`config.mk`:
```
export PLATFORM = sky130hd
export DESIGN_NAME = syscall_ctrl
export DESIGN_NICKNAME = d
export VERILOG_FILES = /design/src/rtl/syscall_ctrl.sv
export SDC_FILE = /design/constraint.sdc
export NUM_CORES = 1
export LEC_CHECK = 0
export CAP_MARGIN = 0
export CORE_MARGIN = 1.5
export CORE_UTILIZATION = 41
export DETAILED_ROUTE_END_ITERATION = 16
export PLACE_DENSITY_LB_ADDON = 0.3
export SYNTH_ARGS = -nofsm -noshare
export SYNTH_HDL_FRONTEND = slang
export SYNTH_SLANG_ARGS = --single-unit
```
`constraint.sdc`:
```
create_clock -name clk -period 5.49 [get_ports clk]
set_input_delay 1.098 -clock clk [delete_from_list [all_inputs] [get_ports clk]]
set_output_delay 1.098 -clock clk [all_outputs]
set_load 0.005 [all_outputs]
```
`src/rtl/syscall_ctrl.sv`:
```
`default_nettype none
// ============================================================================
// Module      : syscall_ctrl
// Description : Syscall service controller. Print syscalls queue their operand
//               in a small FIFO that a display FSM drains, holding each value
//               on the display for DWELL cycles. A halt syscall stalls the
//               pipeline, waits for all queued prints to finish displaying,
//               then halts the CPU until the board "go" button is pressed.
// Ports       : clk, rst (async, active-high)
//               syscall/ra/rb  - syscall request, service code, print operand
//               go             - resume pulse from board button
//               stall, halt    - pipeline freeze / CPU halted
//               disp_data/disp_valid - displayed value and dwell-window flag
//               pending        - FIFO occupancy
//               sys_count      - accepted syscall count (wraps)
// Revision    : 1.0 - initial release
// ============================================================================
module syscall_ctrl #(
    parameter int DEPTH = 4,
    parameter int DWELL = 4
) (
    input  logic                     clk,
    input  logic                     rst,
    input  logic                     syscall,
    input  logic [31:0]              ra,
    input  logic [31:0]              rb,
    input  logic                     go,
    output logic                     stall,
    output logic                     halt,
    output logic [31:0]              disp_data,
    output logic                     disp_valid,
    output logic [$clog2(DEPTH):0]   pending,
    output logic [15:0]              sys_count
);

    localparam int c_AW = $clog2(DEPTH);
    localparam int c_CW = c_AW + 1;
    localparam int c_DW = $clog2(DWELL) + 1;

    localparam logic [c_CW-1:0] c_FULL         = c_CW'(DEPTH);
    localparam logic [c_DW-1:0] c_DWELL_RELOAD = c_DW'(DWELL - 1);
    localparam logic [31:0]     c_HALT_CODE    = 32'h0000_000A;

    localparam logic [0:0] c_ST_IDLE = 1'b0;
    localparam logic [0:0] c_ST_SHOW = 1'b1;

    logic [31:0]     r_mem [0:DEPTH-1];
    logic [c_AW-1:0] r_wr_ptr;
    logic [c_AW-1:0] r_rd_ptr;
    logic [c_CW-1:0] r_count;
    logic [0:0]      r_state;
    logic [c_DW-1:0] r_dwell;
    logic [31:0]     r_disp_data;
    logic            r_disp_valid;
    logic            r_halt;
    logic            r_halt_pend;
    logic [15:0]     r_sys_count;

    logic w_stall;
    logic w_accept;
    logic w_is_halt;
    logic w_push;
    logic w_halt_req;
    logic w_has_data;
    logic w_pop;

    // Stall depends only on registered state so the pipeline never sees a
    // combinational loop through syscall.
    assign w_stall    = (r_count == c_FULL) | r_halt_pend | r_halt;
    assign w_accept   = syscall & ~w_stall;
    assign w_is_halt  = (ra == c_HALT_CODE);
    assign w_push     = w_accept & ~w_is_halt;
    assign w_halt_req = w_accept & w_is_halt;
    assign w_has_data = (r_count != '0);

    // The FSM takes the FIFO head when idle, or when the current dwell
    // window has just expired. Everything freezes while halted.
    assign w_pop = ~r_halt & w_has_data &
                   ((r_state == c_ST_IDLE) |
                    ((r_state == c_ST_SHOW) & (r_dwell == '0)));

    // Storage array carries no reset; pointers and count define validity.
    always_ff @(posedge clk) begin
        if (w_push) begin
            r_mem[r_wr_ptr] <= rb;
        end
    end

    always_ff @(posedge clk or posedge rst) begin
        if (rst) begin
            r_wr_ptr     <= '0;
            r_rd_ptr     <= '0;
            r_count      <= '0;
            r_state      <= c_ST_IDLE;
            r_dwell      <= '0;
            r_disp_data  <= '0;
            r_disp_valid <= 1'b0;
            r_halt       <= 1'b0;
            r_halt_pend  <= 1'b0;
            r_sys_count  <= '0;
        end else begin
            // FIFO pointers and occupancy
            if (w_push) begin
                r_wr_ptr <= r_wr_ptr + 1'b1;
            end
            if (w_pop) begin
                r_rd_ptr <= r_rd_ptr + 1'b1;
            end
            case ({w_push, w_pop})
                2'b10:   r_count <= r_count + 1'b1;
                2'b01:   r_count <= r_count - 1'b1;
                default: r_count <= r_count;
            endcase

            if (w_accept) begin
                r_sys_count <= r_sys_count + 1'b1;
            end

            // Halt sequencing: a pending halt waits until every queued print
            // has completed its dwell and the display has gone idle.
            if (r_halt) begin
                if (go) begin
                    r_halt      <= 1'b0;
                    r_halt_pend <= 1'b0;
                end
            end else begin
                if (w_halt_req) begin
                    r_halt_pend <= 1'b1;
                end
                if (r_halt_pend && (r_count == '0) && (r_state == c_ST_IDLE)) begin
                    r_halt <= 1'b1;
                end
            end

            // Display FSM
            if (!r_halt) begin
                case (r_state)
                    c_ST_IDLE: begin
                        if (w_has_data) begin
                            r_disp_data  <= r_mem[r_rd_ptr];
                            r_dwell      <= c_DWELL_RELOAD;
                            r_disp_valid <= 1'b1;
                            r_state      <= c_ST_SHOW;
                        end
                    end
                    c_ST_SHOW: begin
                        if (r_dwell != '0) begin
                            r_dwell <= r_dwell - 1'b1;
                        end else if (w_has_data) begin
                            r_disp_data <= r_mem[r_rd_ptr];
                            r_dwell     <= c_DWELL_RELOAD;
                        end else begin
                            r_disp_valid <= 1'b0;
                            r_state      <= c_ST_IDLE;
                        end
                    end
                    default: begin
                        r_state <= c_ST_IDLE;
                    end
                endcase
            end
        end
    end

    assign stall      = w_stall;
    assign halt       = r_halt;
    assign disp_data  = r_disp_data;
    assign disp_valid = r_disp_valid;
    assign pending    = r_count;
    assign sys_count  = r_sys_count;

endmodule
`default_nettype wire
```
==> impl_metrics.yaml, run 1 <==
run_status:
  status: "completed"
detailed_routing:
  drc_errors: 0
  route.met2.wl_mm: 6.958
  highest_layer: "met4"
  wl_met3_um: 839
  vias_per_cell: 5.128
  route.detailed.wl_per_inst_um: 18.07
  drtIter0Drc: 194
  ant_nets: 0
  drt_pass1_iterations: 4
  via_count: 3882
  routed_wl_mm: 13.68
  wirelength_met1_mm: 5.775
cts:
  cts_setup_buffers: 0
  insertion_delay_ns: 0.43
  cts_made_buffers: 17
  cts-root-buf: "clkbuf_16"
  cts.hold.buffers_added: 0
  htreeDepth: 4
  max-clock-path-buffers: 2
  cts.sinks: 190
  cts_tree: "built"
  cts-resized-gates: 0
  clk_pin_slew_ns: 0.07
timing:
  drv_slew: 0
  fin_skew_ns: 0.01788
  fin_setup_tns_ns: 0
  hold_viol: 0
  worst_pin_slew_ns: 1.111
  max_freq_mhz: 304.7
  whs_ns: 0.4661
  layout_min_cycle_time_ns: 3.282
  setup_viol: 0
  rsz0062_at_grt: "false"
  maxSlewHeadroom_pct: 25.77
  min_period_over_period_pct: 59.78
logic_synthesis:
  ys_ff_latch: 190
  ys_types: 41
  syn_nets: 465
  synth_edf_count: 128
  synth-async-reset-ratio_pct: 32.63
  synth-main-ff-cell: "edfxtp_1"
  syn_inst: 388
  syn_area_per_cell_um2: 19.06
  syn_area_um2: 7395
  yosysWarnings: 0
  synth_seq_area_share_pct: 72.96
grt:
  antenna_found_initial: 1
  grt_max_degree: 36
  grt_pass1_vias: 4274
  grt-ovfl-total: 0
  grt_pass1_wl_mm: 22.02
  grtUsageTotal_pct: 16.02
layout:
  fill_cells: 1335
  final_cell_area_um2: 9473
  final_common_cell: "edfxtp_1"
  stdcell_count: 757
  fin_nets: 595
  drive_above_1_share_pct: 20.34
  mostFrequentLayoutCells: "edfxtp_1, clkdlybuf4s50_1, dfrtp_1"
  synthToLayoutAreaGrowth_pct: 28.10
floorplan:
  fp.dieH_um: 137.3
  fp.dieArea_um2: 18850
  io_pins: 122
  floorplan.die.width_um: 137.3
  coreArea_um2: 17480
  initial_core_util_pct: 42.31
  fp-row-count: 48
place:
  dp_hpwl_mm: 8.308
  placement.cell_area_um2: 8855
  dp_cells: 724
  place.gp.congestion: 0.8030
  port_buffers: 121
power:
  power_density_nw_per_um2: 512.1
  p_leak_nw: 3.388
  irDropWorstVdd_uv: 304.5
worst_setup_path:
  cp_max_fo: 7
  critPathCaptureType: "register"
  rr_endpoint: "pending[2]"
  crit_type: "input pin to register"
  r2r_start: "pending[0]"
  worstSetupStartpointType: "input pin"
  r2r_cells: 9
  crit_start: "ra[5]"
  arrival_ns: 3.63
  rrSetupSlack_ns: 2.95
  cp_data_required_time_ns: 5.83
worst_hold_path:
  hp-start: "sys_count[15]"
  hold_path_class: "register to register"
  min_path_cells: 1
  min_to: "sys_count[15]"
run:
  drv_cap: 0
==> critical path, cell delays in order <==
cell and delay [ns]:
clkdlybuf4s50_1 0.40, nor4b_1 0.31, nand4_1 0.24, o21ai_4 0.43, ha_1 0.27, inv_1 0.07
fa_1 0.37, xor2_1 0.16, nor2_1 0.13, xor2_1 0.15
==> power by group <==
| part | internal [mW] | switching [mW] | total (mW) |
|---|---|---|---|
| clock | 0.759 | 0.514 | 1.27 |
| sequential | 1.94 | 0.228 | 2.17 |
| combinational | 0.837 | 0.575 | 1.41 |
==> synthesized netlist by cell type, types with 2 or more instances <==
library cell | instances | area [um^2]
mux2_2 | 31 | 349.1
nor2_1 | 12 | 45.04
xor2_1 | 9 | 78.83
nand2_1 | 10 | 37.54
clkbuf_1 | 3 | 11.26
nor3_1 | 4 | 20.02
nor4b_1 | 3 | 26.28
nand3_1 | 7 | 35.03
and3_1 | 2 | 12.51
edfxtp_1 | 128 | 3844
buf_2 | 4 | 20.02
nor4_1 | 7 | 43.79
inv_1 | 15 | 56.30
and4_1 | 2 | 17.52
nand4_1 | 8 | 50.05
o21ai_0 | 5 | 25.02
xnor2_1 | 12 | 105.1
dfrtp_1 | 62 | 1551
buf_6 | 4 | 45.04
ha_1 | 8 | 100.1
mux4_2 | 32 | 720.7
==> final cells by class <==
class	instances	area (um^2)	area share [%]
Antenna cell	1	2.502	0.02642
Clock buffer	24	481.7	5.085
Clock inverter	8	133.9	1.413
Inverter	15	56.30	0.5944
Multi-Input combinational cell	170	1886	19.90
Sequential cell	190	5398	56.98
Tap cell	225	281.5	2.972
Timing Repair Buffer	124	1234	13.02
==> through the flow <==
step	power, mW	worst slack [ns]	util [%]
floorplan	3.021	2.229	-
global placement	3.606	1.887	50.67
detailed placement	3.652	1.754	50.67
CTS	4.940	2.193	54.19
global route	5.134	2.015	54.19
finish	4.851	2.208	54.20
==> metal layers <==
| metal | up-vias | track usage (%) |
|---|---|---|
| li1 | 1760 | - |
| met1 | 1989 | 19.03 |
| met2 | 123 | 27.97 |
| met3 | 10 | 4.857 |
| met4 | 0 | 5.029 |
| met5 | - | 0 |
==> flip-flops by register name (all words and copies together), names as in the netlist <==
register	count
disp_data	32
disp_valid	1
halt	1
pending	3
r_dwell	3
r_halt_pend	1
r_mem	128
r_rd_ptr	2
r_state	1
r_wr_ptr	2
sys_count	16
==> worst max path at each step <==
stage,endpoint,cells after the start,slack (ns)
finish,pending[2],10,2.21
floorplan,r_mem[0][0],4,2.23
detailed placement,pending[2],10,1.75
CTS,pending[2],10,2.19
global placement,pending[2],10,1.89
global route,pending[2],10,2.02
==> cell families after synthesis <==
| family | count (synthesis) | share of synthesized area [%] |
|---|---|---|
| compound gates | 13 | 1.421 |
| xor+xnor | 21 | 2.487 |
| fa+ha+maj | 9 | 1.624 |
| buf+inv | 28 | 1.946 |
| flops | 190 | 72.96 |
| mux | 66 | 14.96 |
| simple gates | 61 | 4.603 |
Note: power is estimated with default switching activity, not from simulation.
==> run 2: changes to the inputs <==
==> constraint.sdc (replaced) <==
create_clock -name clk -period 2.6 [get_ports clk]
set_input_delay 0.52 -clock clk [delete_from_list [all_inputs] [get_ports clk]]
set_output_delay 0.52 -clock clk [all_outputs]
set_load 0.005 [all_outputs]
==> impl_metrics.yaml, run 2 (synthesis gave the netlist of run 1 again) <==
detailed_routing:
  vias_per_cell: 5.116
  route.detailed.wl_per_inst_um: 17.95
  routed_wl_mm: 13.81
  highest_layer: "met4"
  drtIter0Drc: 158
  route.met2.wl_mm: 7.101
  wl_met3_um: 923
  wirelength_met1_mm: 5.681
  ant_nets: 0
  drt_pass1_iterations: 5
  via_count: 3934
  drc_errors: 0
grt:
  grt_max_degree: 45
  antenna_found_initial: 0
  grt_pass1_vias: 4137
  grt_pass1_wl_mm: 21.62
  grtUsageTotal_pct: 15.83
  grt-ovfl-total: 0
power:
  p_leak_nw: 3.469
  irDropWorstVdd_uv: 784.2
  p_total_mw: 10.42
  power_density_nw_per_um2: 1082
layout:
  fin_util_pct: 55.08
  mostFrequentLayoutCells: "edfxtp_1, clkdlybuf4s50_1, dfrtp_1"
  drive_above_1_share_pct: 22.61
  largest_reg_flops: 128
  final_cell_area_um2: 9625
  fin_nets: 608
  antenna_cells: 0
  synthToLayoutAreaGrowth_pct: 30.17
  final_common_cell: "edfxtp_1"
  largest-register: "r_mem"
  stdcell_count: 769
floorplan:
  io_pins: 122
  fp.dieH_um: 137.3
  coreArea_um2: 17480
  fp-row-count: 48
  initial_core_util_pct: 42.31
  floorplan.die.width_um: 137.3
  fp.dieArea_um2: 18850
cts:
  cts_setup_buffers: 0
  cts-root-buf: "clkbuf_16"
  max-clock-path-buffers: 2
  cts.sinks: 190
  insertion_delay_ns: 0.43
  cts-resized-gates: 0
  htreeDepth: 4
  clk_pin_slew_ns: 0.07
  cts.hold.buffers_added: 0
  cts_tree: "built"
  cts_made_buffers: 17
place:
  pre_cts_slack_ns: -0.2662
  dp_cells: 737
  dp_hpwl_mm: 8.612
  place.gp.congestion: 0.7746
  port_buffers: 121
  placement.cell_area_um2: 8990
worst_setup_path:
  crit_type: "input pin to register"
  arrival_ns: 2.76
  cp_data_required_time_ns: 2.95
  critPathCaptureType: "register"
  cp_max_fo: 2
  worstSetupStartpointType: "input pin"
  r2r_cells: 5
run_status:
  status: "completed"
timing:
  maxSlewHeadroom_pct: 26.74
  min_period_over_period_pct: 92.63
  hold_viol: 0
  max_freq_mhz: 415.2
  fin_skew_ns: 0.008093
  layout_min_cycle_time_ns: 2.408
  setup_viol: 0
  rsz0062_at_grt: "false"
  worst_pin_slew_ns: 1.096
  fin_ws_ns: 0.1917
  drv_slew: 0
run:
  drv_cap: 0
worst_hold_path:
  hold_path_class: "input pin to async pin"
run 2: where the power goes:
group	leakage (nW)	switching, mW	internal, mW	total (mW)
sequential	1.93	0.400	4.09	4.49
clock	0.304	1.12	1.63	2.75
combinational	1.23	1.31	1.86	3.18
run 2: metrics by stage:
step	hold WS, ns	TNS (ns)
floorplan	0.4506	-40.65
global placement	0.4632	-19.50
detailed placement	0.4731	-25.61
CTS	0.4306	0
global route	0.4508	0
finish	0.4318	0
run 2: final timing paths:
check / to / slack [ns] / startpoint
setup / recovery: pending[2] / 0.19 / ra[0]
hold / removal: disp_data[27] / 0.43 / rst
hold reg to reg: sys_count[15] / 0.48 / sys_count[15]
setup reg to reg: r_mem[0][7] / 0.33 / pending[2]
min in group clk: sys_count[15] / 0.48 / sys_count[15]
max in group asynchronous: r_rd_ptr[1] / 1.54 / rst
run 2: final cells by class:
class	instances	area, um^2
clock buffer	18	429.2
clock inverter	14	206.4
tap	225	281.5
inverter	15	56.30
multi-input combinational	170	1886
sequential	190	5398
timing repair buffer	137	1369
fill	1363	7851
run 2: routing by layer:
metal / vias up / global-route usage (%)
met5: - / 0
met4: 0 / 4.211
met3: 7 / 5.519
met2: 124 / 27.50
met1: 2010 / 18.79
li1: 1793 / -
run 2: worst max-delay path: stages:
cell,delay [ns]
clkdlybuf4s50_1,0.40
nor4b_1,0.31
nand4_1,0.24
o21ai_4,0.24
ha_1,0.20
inv_1,0.05
fa_1,0.37
xor2_1,0.15
nor2_1,0.11
xor2_1,0.16
==> variant 1, RTL diff (flow settings as in run 1) <==
Change the parameter `DWELL` from 4 to 8.
--- a/src/rtl/syscall_ctrl.sv
+++ b/src/rtl/syscall_ctrl.sv
@@ -19,3 +19,3 @@
     parameter int DEPTH = 4,
-    parameter int DWELL = 4
+    parameter int DWELL = 8
 ) (
Check against the original RTL: not equivalent (Yosys sat finds a counterexample within 10 cycles, from zero or initial values and one cycle with rst high).
==> variant 1 against run 1 <==
Cell area fell by 0.53%; sequential cell count rose by 1; total power fell by 3.6%; worst setup slack got worse by 180 ps; area after synthesis rose by 0.24%; routed wire length rose by 2.0%; clock skew fell by 9.8 ps; cell count rose by 0.66%; count of clock-buffer cells in the layout fell by 2; global-route usage fell by 0.17 points; non-clock buffer count did not move; sequential share of layout area rose by 0.57 points; critical path type unchanged; critical endpoint unchanged; largest power group unchanged.
==> variant 1: results (changes against run 1) <==
| Metric | Value |
|---|---|
| Worst-Margin Slew | 1100 ps (-8.59 ps) |
| Antenna violations before repair | 0 (-1) |
| DR WL met2 | 6840 um (-1.7%) |
| Clock buffer cells | 22 (-8.3%) |
| Async S/R FF share, synth | 33.0% (+0.35 points) |
| Comb pwr | 1.33 mW (-6%) |
| Clk_skew | 8.08 ps (-9.80 ps) |
| Largest net degree at the start of global routing | 41 (+14%) |
| Non-clock buffers, area share | 13.1% (+0.069 points) |
| Overall Power | 4.67 mW (-3.6%) |
| Mux contribution to synthesized area | 14.9% (-0.086 points) |
| Crit path from | ra[29] |
| Leak | 3.37 nW (-0.65%) |
| ANT cells | 0 (-1) |
| Met1 Use GR | 20.1% (+1.1 points) |
| GRT Total Usage | 15.9% (-0.17 points) |
| GRT met3 Usage | 5.00% (+0.15 points) |
| Dpl hpwl | 8520 um (+2.6%) |
| Vias per cell | 5.20 (+1.3%) |
| Routed length on met1 | 6030 um (+4.4%) |
| Max VDD drop | 0.265 mV (-13%) |
| Yosys cell types | 34 (-17%) |
| Slowest CP cell | o21ai_2 |
| # fillers | 1427 (+6.9%) |
| Area contributors post-synth | edfxtp_1, dfrtp_1, mux4_2, mux2_2, xnor2_1 |
| Compound-cell area share of the yosys netlist | 1.59% (+0.17 points) |
| Arr. time, crit path | 3800 ps (+170 ps) |
| Fin nets | 601 (+1.0%) |
| Run status | complete, no violations |
| Delay-heaviest family, CP | adder cells |
| Seq/Total Area, Yosys | 73.1% (+0.17 points) |
| Clock buf/inv share | 5.84% (-0.66 points) |
| Sequential fraction of design power | 46.9% (+2.3 points) |
| Multi-input combinational area share | 19.9% (+0.026 points) |
| Grt met2 use | 26.0% (-2.0 points) |
| Placement Setup Slack | 1570 ps (-180 ps) |
| Register bit total from synthesis | 191 (+0.53%) |
| Net count after synthesis | 472 (+1.5%) |
| FF+latch area | 5420 sq um (+0.46%) |
| Ratio of cells with drive above 1 in the final layout | 19.7% (-0.60 points) |
| R2r startpoint | halt$_DFF_PP0_ |
| Critical path's largest stage delay | 560 ps (+130 ps) |
| First-pass GRT wire length | 21700 um (-1.3%) |
[variant 1: cell count changes after synthesis, sizes merged, moves of 2 or more]
cell | before | now
nor3 | 5 | 7
buf | 10 | 8
clkbuf | 3 | 6
a21oi | 1 | 4
[variant 1: final timing paths]
path	end	slack [ps]	depth (start not counted)
worst max register to register	r_mem[2][6]$_DFFE_PP_	2680	4
worst max-delay path	pending[2]$_DFFE_PP0P_	2030	10
worst min register to register	sys_count[15]$_DFFE_PP0P_	470	1
worst min-delay path	sys_count[15]$_DFFE_PP0P_	470	1
min in group asynchronous	sys_count[1]$_DFFE_PP0P_	1210	2
max in group asynchronous	r_halt_pend$_DFFE_PP0P_	3360	3
[variant 1: per-stage QoR]
stage          utilization [%]  std cells  cell area, sq um  hold slack [ps]
6_report                  53.9        762              9420              471
3_3_place_gp              50.8        731              8870              459
5_1_grt                   53.9        762              9420              514
3_5_place_dp              50.8        731              8870              463
2_1_floorplan                -        396              7410              465
4_1_cts                   53.9        762              9420              475
==> variant 2, RTL diff (flow settings as in run 1) <==
Made on the original files. Make the reset (`rst`) synchronous in one clocked block. Comments in the files are not updated.
--- a/src/rtl/syscall_ctrl.sv
+++ b/src/rtl/syscall_ctrl.sv
@@ -88,3 +88,3 @@
 
-    always_ff @(posedge clk or posedge rst) begin
+    always_ff @(posedge clk) begin
         if (rst) begin
Behaviour: differs if rst is asserted again (counterexample within 4 cycles, from zero or initial values and one cycle with rst high); with rst held inactive, the same outputs for 10 cycles.
==> variant 2 against run 1 <==
Count of clock-buffer cells in the layout down 4; area after synthesis down 0.12%; worst setup slack better by 15 ps; maximum frequency up 0.46%; utilization down 0.96 points; sequential cell count up 2; sequential power down 11%; total power down 15%; routed wire length up 9.8%; critical path type unchanged; register-to-register slack worse by 170 ps; cell area down 1.8%.
==> variant 2: results (changes against run 1) <==
| Metric | Value |
|---|---|
| Run status | complete, no violations |
| Multi-input combinational area share | 22.3% (+2.4 points) |
| Worst r2r dst | pending[2]$_SDFFE_PP0P_ |
| Hold Path Sink | disp_data[26]$_SDFFE_PP0P_ |
| Yosys cell types | 47 (+15%) |
| Syn avg cell area | 14.8 sq um (-22%) |
| Worst-Margin Slew | 980 ps (-130 ps) |
| Internal | 2.96 mW (-16%) |
| Clock buffer cells | 20 (-17%) |
| Buffers excl. clock | 125 (+0.81%) |
| First-pass GRT wire length | 23000 um (+4.3%) |
| Clk_skew | 8.84 ps (-9.04 ps) |
| Placement Setup Slack | 1800 ps (+47.1 ps) |
| Iteration-0 DRC Markers | 263 (+36%) |
| Reg2reg path depth | 10 (+1) |
| Largest net degree at the start of global routing | 70 (+94%) |
| Total wire length | 15000 um (+9.8%) |
| Hold path cells | 2 (+1) |
| Net count after synthesis | 577 (+24%) |
| Register bit total from synthesis | 192 (+1.1%) |
| # fillers | 1449 (+8.5%) |
| Multi-Input Combinational | 268 (+58%) |
| Seq/total area | 55.1% (-1.9 points) |
| ANT cells | 0 (-1) |
| Setup slack, reg-to-reg | 2780 ps (-170 ps) |
| Max VDD drop | 0.321 mV (+5.3%) |
| Leak | 3.06 nW (-9.8%) |
| R2r startpoint | pending[2]$_SDFFE_PP0P_ |
| Top post-synthesis cells by count | edfxtp_1, nand2_1, dfxtp_1 |
## variant 2: changes by cell type after synthesis, sizes merged, moves of 4 or more
cell | before | now
or4 | 0 | 5
and2 | 0 | 4
dfxtp | 0 | 64
nand3 | 7 | 3
a21oi | 1 | 47
or3 | 0 | 6
o31ai | 0 | 5
dfrtp | 62 | 0
clkbuf | 3 | 16
mux2 | 33 | 5
nand2 | 10 | 74
nor2 | 12 | 22
xnor2 | 12 | 1
## variant 2: cells by family after synthesis
kind of cell	after synthesis	synth area share (%)
compound gates	65	5.12
buf+inv	40	2.56
xor+xnor	7	0.830
simple gates	148	9.69
fa+ha+maj	9	1.63
flops	192	69.4
mux	39	10.8
## variant 2: per-layer routing
metal	GRT usage, %	up-vias	wire (um)
li1	-	2107	-
met1	20.9	2219	6450
met2	27.8	128	7420
met3	4.78	12	990
met4	5.15	0	156
met5	0	-	0
## variant 2: worst max path at each step
stage / startpoint / endpoint / slack [ps]
4_1_cts: ra[5] / pending[2]$_SDFFE_PP0P_ / 2200
5_1_grt: ra[17] / pending[2]$_SDFFE_PP0P_ / 1970
3_5_place_dp: ra[5] / pending[2]$_SDFFE_PP0P_ / 1800
2_1_floorplan: ra[5] / pending[2]$_SDFFE_PP0P_ / 2480
3_3_place_gp: ra[5] / pending[2]$_SDFFE_PP0P_ / 1880
6_report: ra[5] / pending[2]$_SDFFE_PP0P_ / 2220
## variant 2: power groups by stage
stage	Sequential (mW)	Combinational, mW	Clock, mW
final	1.93	1.06	1.13
after global routing	1.96	1.18	1.21
after CTS	1.94	1.08	1.15
after detailed placement	1.97	1.08	0
after global placement	1.96	1.05	0
after floorplan	1.91	0.637	0
